**src/rtl/trng_pkg.sv**
```systemverilog
// Shared types and default parameters for the TRNG post-processing collector.
package trng_pkg;

    typedef enum logic [1:0] {
        IDLE    = 2'd0,
        WARMUP  = 2'd1,
        COLLECT = 2'd2,
        FAIL    = 2'd3
    } state_t;

    localparam int DEF_WORD_WIDTH    = 32;
    localparam int DEF_FIFO_DEPTH    = 4;
    localparam int DEF_WARMUP_CYCLES = 16;
    localparam int DEF_REP_LIMIT     = 32;
    localparam int SYNC_STAGES       = 2;

endpackage

```
**src/rtl/trng_fifo.sv**
```systemverilog
// First-word-fall-through FIFO: the head entry is always visible on rd_data.
module trng_fifo #(
    parameter int WIDTH = 32,
    parameter int DEPTH = 4
) (
    input  logic             clk,
    input  logic             rst_n,
    input  logic             flush,
    input  logic             push,
    input  logic             pop,
    input  logic [WIDTH-1:0] wr_data,
    output logic [WIDTH-1:0] rd_data,
    output logic             full,
    output logic             empty
);

    localparam int AW = (DEPTH > 1) ? $clog2(DEPTH) : 1;
    localparam logic [AW:0] CNT_FULL = (AW+1)'(DEPTH);

    logic [WIDTH-1:0] mem [DEPTH];
    logic [AW-1:0]    wr_ptr_reg;
    logic [AW-1:0]    rd_ptr_reg;
    logic [AW:0]      count_reg;
    logic             do_push;
    logic             do_pop;

    assign empty   = (count_reg == '0);
    assign full    = (count_reg == CNT_FULL);
    assign do_pop  = pop && !empty;
    // A pop in the same cycle frees the slot a push into a full FIFO needs.
    assign do_push = push && (!full || do_pop);
    assign rd_data = empty ? '0 : mem[rd_ptr_reg];

    always_ff @(posedge clk or negedge rst_n) begin
        if (!rst_n) begin
            wr_ptr_reg <= '0;
            rd_ptr_reg <= '0;
            count_reg  <= '0;
        end else if (flush) begin
            wr_ptr_reg <= '0;
            rd_ptr_reg <= '0;
            count_reg  <= '0;
        end else begin
            if (do_push) wr_ptr_reg <= wr_ptr_reg + 1'b1;
            if (do_pop)  rd_ptr_reg <= rd_ptr_reg + 1'b1;
            if (do_push && !do_pop)      count_reg <= count_reg + 1'b1;
            else if (do_pop && !do_push) count_reg <= count_reg - 1'b1;
        end
    end

    always_ff @(posedge clk) begin
        if (do_push && !flush) mem[wr_ptr_reg] <= wr_data;
    end

endmodule

```
**src/rtl/trng_collector.sv**
```systemverilog
// TRNG post-processing: synchronizer, warm-up FSM, repetition health test,
// von Neumann extractor and word packer feeding an output FIFO.
module trng_collector
    import trng_pkg::*;
#(
    parameter int WORD_WIDTH    = DEF_WORD_WIDTH,
    parameter int FIFO_DEPTH    = DEF_FIFO_DEPTH,
    parameter int WARMUP_CYCLES = DEF_WARMUP_CYCLES,
    parameter int REP_LIMIT     = DEF_REP_LIMIT
) (
    input  logic                  clk,
    input  logic                  rst_n,
    input  logic                  enable,
    input  logic                  clear,
    input  logic                  trng_in,
    output logic                  trng_en,
    output logic [WORD_WIDTH-1:0] data,
    output logic                  valid,
    input  logic                  ready,
    output logic                  health_fail
);

    localparam int WARM_W = $clog2(WARMUP_CYCLES + 1);
    localparam int REP_W  = $clog2(REP_LIMIT + 1);
    localparam int CNT_W  = $clog2(WORD_WIDTH + 1);

    state_t                  state_reg, state_next;
    logic [SYNC_STAGES-1:0]  sync_reg;
    logic                    raw_s;
    logic                    prev_raw_reg;
    logic [WARM_W-1:0]       warm_cnt_reg;
    logic [REP_W-1:0]        rep_cnt_reg;
    logic [REP_W-1:0]        rep_next;
    logic                    phase_reg;
    logic                    first_bit_reg;
    logic [WORD_WIDTH-1:0]   word_reg;
    logic [CNT_W-1:0]        bit_cnt_reg;
    logic                    health_fail_reg;
    logic                    trng_en_reg;

    logic in_collect, enter_collect, leave_collect;
    logic trip, emit, word_full, push, push_ok, pop;
    logic fifo_full, fifo_empty;

    assign raw_s      = sync_reg[SYNC_STAGES-1];
    assign in_collect = (state_reg == COLLECT);
    assign rep_next   = (raw_s == prev_raw_reg) ? rep_cnt_reg + REP_W'(1) : REP_W'(1);
    // clear and a same-cycle disable both win over a health trip.
    assign trip       = in_collect && enable && !clear && (rep_next == REP_W'(REP_LIMIT));
    assign emit       = in_collect && phase_reg && (first_bit_reg != raw_s);
    assign word_full  = (bit_cnt_reg == CNT_W'(WORD_WIDTH));
    assign push       = word_full && !clear && !trip;
    assign pop        = valid && ready;
    assign push_ok    = push && (!fifo_full || pop);

    assign enter_collect = (state_reg != COLLECT) && (state_next == COLLECT);
    assign leave_collect = in_collect && (state_next != COLLECT);

    assign valid       = !fifo_empty;
    assign trng_en     = trng_en_reg;
    assign health_fail = health_fail_reg;

    always_comb begin
        state_next = state_reg;
        case (state_reg)
            IDLE:    if (enable && !health_fail_reg) state_next = WARMUP;
            WARMUP: begin
                if (!enable) state_next = IDLE;
                else if (warm_cnt_reg == WARM_W'(WARMUP_CYCLES - 1)) state_next = COLLECT;
            end
            COLLECT: begin
                if (!enable) state_next = IDLE;
                else if (trip) state_next = FAIL;
            end
            FAIL:    if (clear) state_next = IDLE;
            default: state_next = IDLE;
        endcase
    end

    always_ff @(posedge clk or negedge rst_n) begin
        if (!rst_n) begin
            state_reg       <= IDLE;
            sync_reg        <= '0;
            prev_raw_reg    <= 1'b0;
            trng_en_reg     <= 1'b0;
            warm_cnt_reg    <= '0;
            rep_cnt_reg     <= '0;
            health_fail_reg <= 1'b0;
        end else begin
            state_reg    <= state_next;
            sync_reg     <= {sync_reg[SYNC_STAGES-2:0], trng_in};
            prev_raw_reg <= raw_s;
            trng_en_reg  <= (state_next == WARMUP) || (state_next == COLLECT);

            if (state_reg == IDLE && state_next == WARMUP) warm_cnt_reg <= '0;
            else if (state_reg == WARMUP)                  warm_cnt_reg <= warm_cnt_reg + 1'b1;

            if (enter_collect)   rep_cnt_reg <= REP_W'(1);
            else if (in_collect) rep_cnt_reg <= rep_next;

            if (clear)     health_fail_reg <= 1'b0;
            else if (trip) health_fail_reg <= 1'b1;
        end
    end

    // Extractor pair phase and packer; a completed word waits here while the FIFO is full.
    always_ff @(posedge clk or negedge rst_n) begin
        if (!rst_n) begin
            phase_reg     <= 1'b0;
            first_bit_reg <= 1'b0;
            word_reg      <= '0;
            bit_cnt_reg   <= '0;
        end else begin
            if (clear || enter_collect || leave_collect) begin
                phase_reg <= 1'b0;
            end else if (in_collect) begin
                phase_reg <= ~phase_reg;
                if (!phase_reg) first_bit_reg <= raw_s;
            end

            if (clear || trip || leave_collect) begin
                word_reg    <= '0;
                bit_cnt_reg <= '0;
            end else if (push_ok) begin
                bit_cnt_reg <= '0;
            end else if (emit && !word_full) begin
                word_reg    <= {word_reg[WORD_WIDTH-2:0], first_bit_reg};
                bit_cnt_reg <= bit_cnt_reg + 1'b1;
            end
        end
    end

    trng_fifo #(
        .WIDTH (WORD_WIDTH),
        .DEPTH (FIFO_DEPTH)
    ) u_fifo (
        .clk     (clk),
        .rst_n   (rst_n),
        .flush   (clear || trip),
        .push    (push),
        .pop     (pop),
        .wr_data (word_reg),
        .rd_data (data),
        .full    (fifo_full),
        .empty   (fifo_empty)
    );

endmodule

```
**config.mk**
```make
export PLATFORM = sky130hd
export DESIGN_NAME = trng_collector
export DESIGN_NICKNAME = d
export VERILOG_FILES = /design/src/rtl/trng_pkg.sv /design/src/rtl/trng_fifo.sv /design/src/rtl/trng_collector.sv
export SDC_FILE = /design/constraint.sdc
export NUM_CORES = 1
export LEC_CHECK = 0
export CORE_MARGIN = 2
export CORE_UTILIZATION = 41
export DETAILED_ROUTE_END_ITERATION = 7
export SETUP_SLACK_MARGIN = 0.3
export SYNTH_ARGS = -nofsm -noshare
export SYNTH_HDL_FRONTEND = slang
export SYNTH_HIERARCHICAL = 1
export SYNTH_SLANG_ARGS = --single-unit
```
**constraint.sdc**
```tcl
create_clock -name clk -period 5.8 [get_ports clk]
set_input_delay 1.16 -clock clk [delete_from_list [all_inputs] [get_ports clk]]
set_output_delay 1.16 -clock clk [all_outputs]
set_load 0.005 [all_outputs]
```
Yosys cells after proc, flatten, opt, wreduce, memory -nomap -nowiden
Memories as Yosys holds them, arrays and structs flattened. Cells that the tools add are included. W data, S select, Z words.

Register bits after elaboration: 65. Memory bits (writable): 128. Output and inout port bits: 35. Memories kept: 1.

Add/sub/neg operators: 7. Equality and inequality tests: 14. Multiplexer cells: 32. Bitwise operators: 2. Reductions and logical operators: 48.

Memory list: u_fifo.mem (depth 4, width 32, read ports 1, clocked after Yosys merged registers in 0, write ports 1, line trng_fifo.sv:20) `logic [WIDTH-1:0] mem [DEPTH];`.

Operators with widths (number): $mux W32 (4); $mux W6 (6); $mux W2 (10); $logic_and A1 B1 Y1 (19); $reduce_bool A2 Y1 (7); $add A6 B1 Y6 const B (2); $eq A6 B6 Y1 const B (2); $mux W5 (2); $logic_not A1 Y1 (9); $mux W3 (3); $pmux W2 S4 (1); $logic_or A1 B1 Y1 (7); $eq A2 B2 Y1 const B (3); $mux W1 (6); $reduce_bool A3 Y1 (2); $add A5 B1 Y5 const B (1); $eq A5 B4 Y1 const B (1); $add A2 B1 Y2 const B (2); $eq A2 B1 Y1 const B (2); $ne A2 B2 Y1 const B (2); $add A3 B1 Y3 const B (1); $eq A3 B3 Y1 const B (1); $logic_not A3 Y1 (1); $reduce_and A3 Y1 (1); other kinds (7) (8).

Logic depth before layout (Yosys ltp)
Gate-level depths: netlist (run 1).

Word-level depth: 13. Depth in mapped cells: 14. Mapped depth without buffers: 12.

Hierarchy
The synthesis (run 1) kept the hierarchy.

By module, submodules not included: trng_fifo (times used 1, cells each 252, area each 5312.6 um^2, seq. area each 4018.9 um^2); trng_collector (times used 1, cells each 298, area each 2931.6 um^2, seq. area each 1451.4 um^2).

Least setup slack after synthesis (run 1)
OpenSTA, ideal clock, no wires.

Path kind: in2reg. Start: input port clear. End: memory u_fifo.mem[0][0], enable pin. Data arrival time: 4403 ps. Path slack: 929 ps. Cell stages on the path: 7. Path through: nor2_1 nand4_1 a2111oi_4 buf_6 nor3_1 o21ai_4 nor3b_1.

Cells in the longest elaborated chain, start to end: 9.

RTL lines: from (decl) (line trng_collector.sv:14) `input logic clear,`; $logic_not A1 Y1 (*) (line trng_collector.sv:49, trng_collector.sv:52); $logic_and A1 B1 Y1 (2 in a row) (line trng_collector.sv:49) `assign trip = in_collect && enable && !clear && (rep_next == REP_W'(REP_LIMIT));`; $logic_not A1 Y1 (line trng_collector.sv:52) `assign push = word_full && !clear && !trip;`; $logic_and A1 B1 Y1 (*) (line trng_collector.sv:52); via push (line trng_collector.sv:42) `logic trip, emit, word_full, push, push_ok, pop;`; $logic_and A1 B1 Y1 (*) (line trng_fifo.sv:31) `assign do_push = push && (!full || do_pop);`; $logic_and A1 B1 Y1 (*) (line trng_fifo.sv:52) `if (do_push && !flush) mem[wr_ptr_reg] <= wr_data;`; $mux W1 (*) (line trng_fifo.sv:52); $mux W1 (implied by the code) (*) (line trng_fifo.sv:52); to (decl) (line trng_fifo.sv:20).

Mark *: on every way through the listed nets, which the timed path passes. The rest lies on a longest branch.

Worst setup path after layout (run 1)
Start: register u_fifo.rd_ptr_reg[0]. End: output port data[1].

Cells in the longest elaborated chain, start to end: 2.

RTL lines: from (decl) (line trng_fifo.sv:22) `logic [AW-1:0] rd_ptr_reg;`; from (signal assigned) (line trng_fifo.sv:45) `if (do_pop) rd_ptr_reg <= rd_ptr_reg + 1'b1;`; $mem_v2 Z4 W32; $mux W32 (line trng_fifo.sv:32) `assign rd_data = empty ? '0 : mem[rd_ptr_reg];`; to (decl) (line trng_collector.sv:17) `output logic [WORD_WIDTH-1:0] data,`.

Every way passes these cells.

==> reports/summary.txt, run 1 <==
hpwl dp -> 9020 um
Fin Setup TNS -> 0 ps
RR Startpoint -> state_reg[1]
clock sink count -> 193
die height -> 146 um
WS Path Type -> reg -> out
GRT busiest layer -> met2
first-pass GRT wire length -> 25400 um
Max FO, Critical Path -> 19
Tightest Hold Check Type -> reg -> reg
Num CTS Buffers -> 17
Yosys Warn Count -> 6
Worst-Margin Slew -> 1030 ps
post-CTS sizing -> 0
Die Area -> 21300 um^2
Comb power frac -> 1.6%
fmax -> 247 MHz
final cell count without fillers -> 860
CP Launch Type -> register
Final ANT Viol Nets -> 0
Final Cycle Share -> 69.9%
Initial Util -> 42.1%
number of synthesized register bits -> 193
clock skew -> 12.4 ps
sequential area share after synthesis -> 66.4%
max_cap viols -> 0
worst hold endpoint -> sync_reg[1]
Setup Fix Bufs, Post-CTS -> 0
Post-Syn Nets -> 569
Post-Syn Area -> 8240 um^2
Avg WL per Cell -> 17.9 um
clock buffer depth -> 2
FFs w/ async S/R, synth -> 33.7%
clock tree root buffer cell -> clkbuf_16
WL final -> 15400 um
final critical-path setup slack -> 1740 ps
CTS tree -> done
Mapped Cells -> 550
vias in the first global route -> 4766
starting DRC count in detailed routing -> 348
Leakage -> 3.50 nW
IO buf count -> 40
register area -> 5470 um^2
first drt pass iteration count -> 5
Max VDD drop -> 0.000200 V
total number of vias -> 4713
Antenna Cells -> 0
Tot GR Track Use -> 15.2%
Worst R2R Setup Slack -> 2170 ps
Ports -> 41
Mean Syn Cell Area -> 15.0 um^2
Rows -> 51
clock slew at reported path FFs -> 70 ps
grt met2 use -> 25.3%
area of the multi-input gates -> 2560 um^2
Setup violations, final -> 0
share of cells above drive strength 1 -> 16.0%
clock insertion delay at the later pin of the skew report -> 420 ps
Pwr Density -> 272 nW/um^2
Final Hold Fails -> 0
antenna violations before repair -> 0
max reg flops -> 128
CORE AREA -> 19600 um^2
Yosys cell types -> 52
grt ovf -> 0
placed cells -> 829
largest net degree at the start of global routing -> 66
RSZ-0062 raised after global routing -> false
met3 GRT Util -> 4.48%
Post-synth top flop -> edfxtp_1
reg-to-reg endpoint -> bit_cnt_reg[5]
Worst EP required -> 4640 ps
Fill cells -> 1670
Min-Delay Path Depth -> 0
switch share -> 20.9%
number of synthesized flops with an enable pin -> 128
Post-CTS Hold Buffers -> 0
hold_sp -> sync_reg[0]
Net Sw Power -> 0.535 mW
sequential fraction of design power -> 57.3%
CP Capture Type -> primary output
Critical Path AT -> 2900 ps
DRC viols -> 0
clock power share -> 41.1%
gpl congestion -> 0.771
fin crit period -> 4060 ps
headroom to the max-slew limit -> 30.5%
Int Power -> 2.03 mW
Total Nets Final -> 602
Slew Limit Fails -> 0
met1 usage -> 19.6%
Place WS -> 1370 ps
status -> finished, final reports clean
H-tree depth -> 4
Via-to-Cell Ratio -> 5.48
die width -> 146 um
R2R depth -> 9
Synth-to-Final Area Change -> 14.5%
## Yosys cell counts, types with 5 or more instances
library cell	number	area share, %
inv_1	15	0.68
xnor2_1	9	0.96
nand3_1	38	2.3
nor2b_1	27	2.0
and2b_1	8	0.73
nor3_1	9	0.55
edfxtp_1	128	47
nand2_1	13	0.59
dfrtp_1	65	20
o21ai_0	44	2.7
nand2b_1	5	0.38
nor2_1	11	0.50
clkbuf_1	25	1.1
a21oi_1	9	0.55
ha_1	12	1.8
mux4_2	32	8.7
a211oi_1	35	3.2
## power groups by stage
stage	clock network, mW	logic (mW)	registers (mW)
6_report	1.06	0.0416	1.47
5_1_grt	1.14	0.0473	1.47
3_5_place_dp	0	0.0427	1.50
4_1_cts	1.09	0.0428	1.47
3_3_place_gp	0	0.0403	1.50
2_1_floorplan	0	0.0234	1.50
## layer usage
metal / wire length (um) / vias to the layer above / part of all wire, %
met5: 0 / - / 0
met4: 191 / 0 / 1.2
met3: 555 / 16 / 3.6
met2: 7770 / 111 / 50
met1: 6920 / 2418 / 45
li1: - / 2168 / -
## how the worst max path moves through the flow
stage	from	endpoint	slack, ps	cells after the start
after floorplan	clear	u_fifo/mem[0][0]	930	7
after CTS	u_fifo/rd_ptr_reg[0]	data[1]	1630	4
after global routing	u_fifo/rd_ptr_reg[0]	data[1]	1530	4
after global placement	clear	u_fifo/count_reg[2]	1520	13
final	u_fifo/rd_ptr_reg[0]	data[1]	1740	4
after detailed placement	clear	bit_cnt_reg[3]	1370	10
## cell families (layout without fill, tap and decap cells)
group | Yosys count | count (layout) | share of synthesized area, %
multiplexers | 38 | 38 | 9.56
XOR/XNOR | 12 | 12 | 1.27
flip-flops | 193 | 193 | 66.4
AO/OA/AOI/OAI | 106 | 106 | 8.51
adder cells (fa/ha/maj) | 13 | 13 | 2.06
AND/OR/NAND/NOR | 134 | 134 | 9.15
buffers and inverters | 54 | 99 | 3.08
## through the flow
step / utilization, % / cell area [um^2] / power, mW / hold slack, ps
2_1_floorplan: - / 8240 / 1.52 / 331
3_3_place_gp: 45.5 / 8910 / 1.54 / 358
3_5_place_dp: 45.5 / 8910 / 1.54 / 346
4_1_cts: 48.2 / 9440 / 2.60 / 362
5_1_grt: 48.2 / 9440 / 2.66 / 374
6_report: 48.2 / 9440 / 2.57 / 359
## worst max-delay path, cell delays in order (launching register included)
cell             delay [ps]
dfrtp_2                 810
buf_4                   450
mux4_2                  580
and2b_1                 180
clkdlybuf4s50_1         440
## area by class of cell
class | instances | share of cell area (%)
Clock buffer | 18 | 4.55
Clock inverter | 13 | 1.09
Multi-Input combinational cell | 303 | 27.1
Sequential cell | 193 | 58.0
Tap cell | 265 | 3.51
Timing Repair Buffer | 52 | 5.14
Inverter | 16 | 0.636
## cell usage in the layout (no fill, tap or decap), types with 4 or more instances in the layout
| cell | instances |
|---|---|
| a211oi_1 | 35 |
| inv_1 | 15 |
| a22o_1 | 4 |
| o21ai_0 | 44 |
| nor3b_2 | 4 |
| nor3_1 | 8 |
| nor2_1 | 10 |
| inv_6 | 5 |
| nand2b_1 | 5 |
| nor2b_1 | 27 |
| nand3_1 | 38 |
| nand2_1 | 13 |
| edfxtp_1 | 128 |
| clkinvlp_4 | 4 |
| clkbuf_16 | 17 |
| mux4_2 | 32 |
| ha_1 | 12 |
| clkdlybuf4s50_1 | 39 |
| buf_4 | 12 |
| xnor2_1 | 9 |
| and2b_1 | 8 |
| dfrtp_1 | 63 |
| a21oi_1 | 9 |
Power figures use the tool's default switching activity.
==> run 2, diff against run 1 <==
clock period = 4.15 ns   (was 5.8 ns; I/O delays follow)
==> run 2 against run 1 <==
Compared with the run above: core utilization is 0.68 points higher; sequential power increased by 39%; first-iteration DRC count rose by 3.2%; routed wire length up 1.7%; via count about the same; sequential cell count unchanged; combinational power rose by 42%; critical endpoint is now data[13]; largest power group unchanged.
==> reports/summary.txt, run 2 (synthesized netlist as in run 1, its figures left out) <==
status -> finished, final reports clean (unchanged)
Tot Pwr -> 3.78 mW (was 2.57 mW)
clock buffer depth -> 2 (unchanged)
final cell count without fillers -> 861 (was 860)
Max VDD drop -> 0.000301 V (was 0.000200 V)
final critical-path setup slack -> 868 ps (was 1740 ps)
first-pass GRT wire length -> 26100 um (was 25400 um)
starting DRC count in detailed routing -> 359 (was 348)
Final ANT Viol Nets -> 0 (unchanged)
DRC viols -> 0 (unchanged)
Post-CTS Hold Buffers -> 0 (unchanged)
Via-to-Cell Ratio -> 5.47 (was 5.48)
Critical Path AT -> 2450 ps (was 2900 ps)
Rows -> 51 (unchanged)
clock skew -> 8.00 ps (was 12.4 ps)
fmax -> 305 MHz
max reg flops -> 128 (unchanged)
gpl congestion -> 0.794 (was 0.771)
placed cells -> 829 (unchanged)
register area -> 5470 um^2 (unchanged)
headroom to the max-slew limit -> 23.4% (was 30.5%)
sequential fraction of design power -> 54.3% (was 57.3%)
vias in the first global route -> 4844 (was 4766)
clock slew at reported path FFs -> 70 ps (about the same)
Comb power frac -> 1.6% (about the same)
Avg WL per Cell -> 18.2 um (was 17.9 um)
WS Path Type -> reg -> out (unchanged)
leading cell type in the layout, fill and taps excluded -> edfxtp_1 (unchanged)
clock sink count -> 193 (unchanged)
die width -> 146 um (unchanged)
clock tree root buffer cell -> clkbuf_16 (unchanged)
Final Hold Fails -> 0 (unchanged)
H-tree depth -> 4 (unchanged)
hpwl dp -> 9170 um (was 9020 um)
clock power share -> 44.1% (was 41.1%)
Slew Limit Fails -> 0 (unchanged)
first drt pass iteration count -> 5 (unchanged)
Total Nets Final -> 602 (unchanged)
Synth-to-Final Area Change -> 16.1% (was 14.5%)
area of the multi-input gates -> 2560 um^2 (unchanged)
Max FO, Critical Path -> 27 (was 19)
Setup Fix Bufs, Post-CTS -> 0 (unchanged)
Tightest Hold Check Type -> reg -> reg (unchanged)
Final Cycle Share -> 79.1%
Place WS -> 490 ps (was 1370 ps)
Ports -> 41 (unchanged)
grt ovf -> 0 (unchanged)
switch share -> 20.2% (was 20.9%)
Int Power -> 3.02 mW (was 2.03 mW)
Worst EP required -> 3320 ps (was 4640 ps)
WL final -> 15700 um (was 15400 um)
CTS tree -> done (unchanged)
Die Area -> 21300 um^2 (unchanged)
Net Sw Power -> 0.763 mW (was 0.535 mW)
largest net degree at the start of global routing -> 47 (was 66)
CP Capture Type -> primary output (unchanged)
Initial Util -> 42.1% (unchanged)
RSZ-0062 raised after global routing -> false (unchanged)
fin crit period -> 3280 ps
Setup violations, final -> 0 (unchanged)
antenna violations before repair -> 0 (unchanged)
Antenna Cells -> 0 (unchanged)
Num CTS Buffers -> 17 (unchanged)
Fill cells -> 1682 (was 1670)
CP Launch Type -> register (unchanged)
Worst-Margin Slew -> 1140 ps (was 1030 ps)
post-CTS sizing -> 0 (unchanged)
Pwr Density -> 395 nW/um^2 (was 272 nW/um^2)
total number of vias -> 4712 (was 4713)
Leakage -> 3.55 nW (was 3.50 nW)
most frequent cells in the layout -> edfxtp_1, dfrtp_1, o21ai_0 (unchanged)
clock insertion delay at the later pin of the skew report -> 430 ps (was 420 ps)
CORE AREA -> 19600 um^2 (unchanged)
IO buf count -> 40 (unchanged)
share of cells above drive strength 1 -> 16.1% (was 16.0%)
max_cap viols -> 0 (unchanged)
Tot GR Track Use -> 15.6% (was 15.2%)
die height -> 146 um (unchanged)
==> run 2: metal layers <==
layer  track usage [%]  share of wire (%)  vias to the layer above
li1                  -                  -                     2169
met1              20.8                 44                     2427
met2              25.3                 51                       97
met3              3.86                4.0                       19
met4              5.29                1.4                        0
met5                 0                  0                        -
==> run 2: area by class of cell <==
class / instances / area share [%]
Tap cell: 265 / 3.46
Clock inverter: 15 / 1.86
Clock buffer: 17 / 4.44
Inverter: 16 / 0.627
Timing Repair Buffer: 52 / 5.72
Multi-Input combinational cell: 303 / 26.7
Sequential cell: 193 / 57.2
==> run 2: power groups by stage <==
stage	Combinational (mW)	Clock (mW)	Sequential, mW
after global routing	0.0663	1.78	2.05
final	0.0590	1.67	2.05
after detailed placement	0.0597	0	2.09
after CTS	0.0599	1.71	2.05
after floorplan	0.0326	0	2.09
after global placement	0.0569	0	2.09
==> run 2: final timing paths <==
path | slack (ps) | depth (start not counted) | startpoint | end
worst max register to register | 950 | 9 | state_reg[1] | word_reg[18]
worst min register to register | 350 | 0 | sync_reg[0] | sync_reg[1]
worst max-delay path | 870 | 4 | u_fifo/rd_ptr_reg[0] | data[13]
min in group asynchronous | 590 | 1 | rst_n | warm_cnt_reg[3]
worst min-delay path | 350 | 0 | sync_reg[0] | sync_reg[1]
max in group asynchronous | 2660 | 2 | rst_n | word_reg[3]
==> run 2: through the flow <==
| step | cell area [um^2] | util [%] | setup TNS (ps) | hold WS (ps) |
|---|---|---|---|---|
| after floorplan | 8240 | - | -70460 | 331 |
| after global placement | 8970 | 45.8 | 0 | 347 |
| after detailed placement | 8970 | 45.8 | 0 | 339 |
| after CTS | 9570 | 48.9 | 0 | 354 |
| after global routing | 9570 | 48.9 | 0 | 374 |
| final | 9570 | 48.9 | 0 | 352 |
==> run 2: critical path: stages (launching register included) <==
cell and delay, ps:
dfrtp_2 550, buf_12 280, mux4_2 550, nor2b_1 140
clkdlybuf4s50_1 460
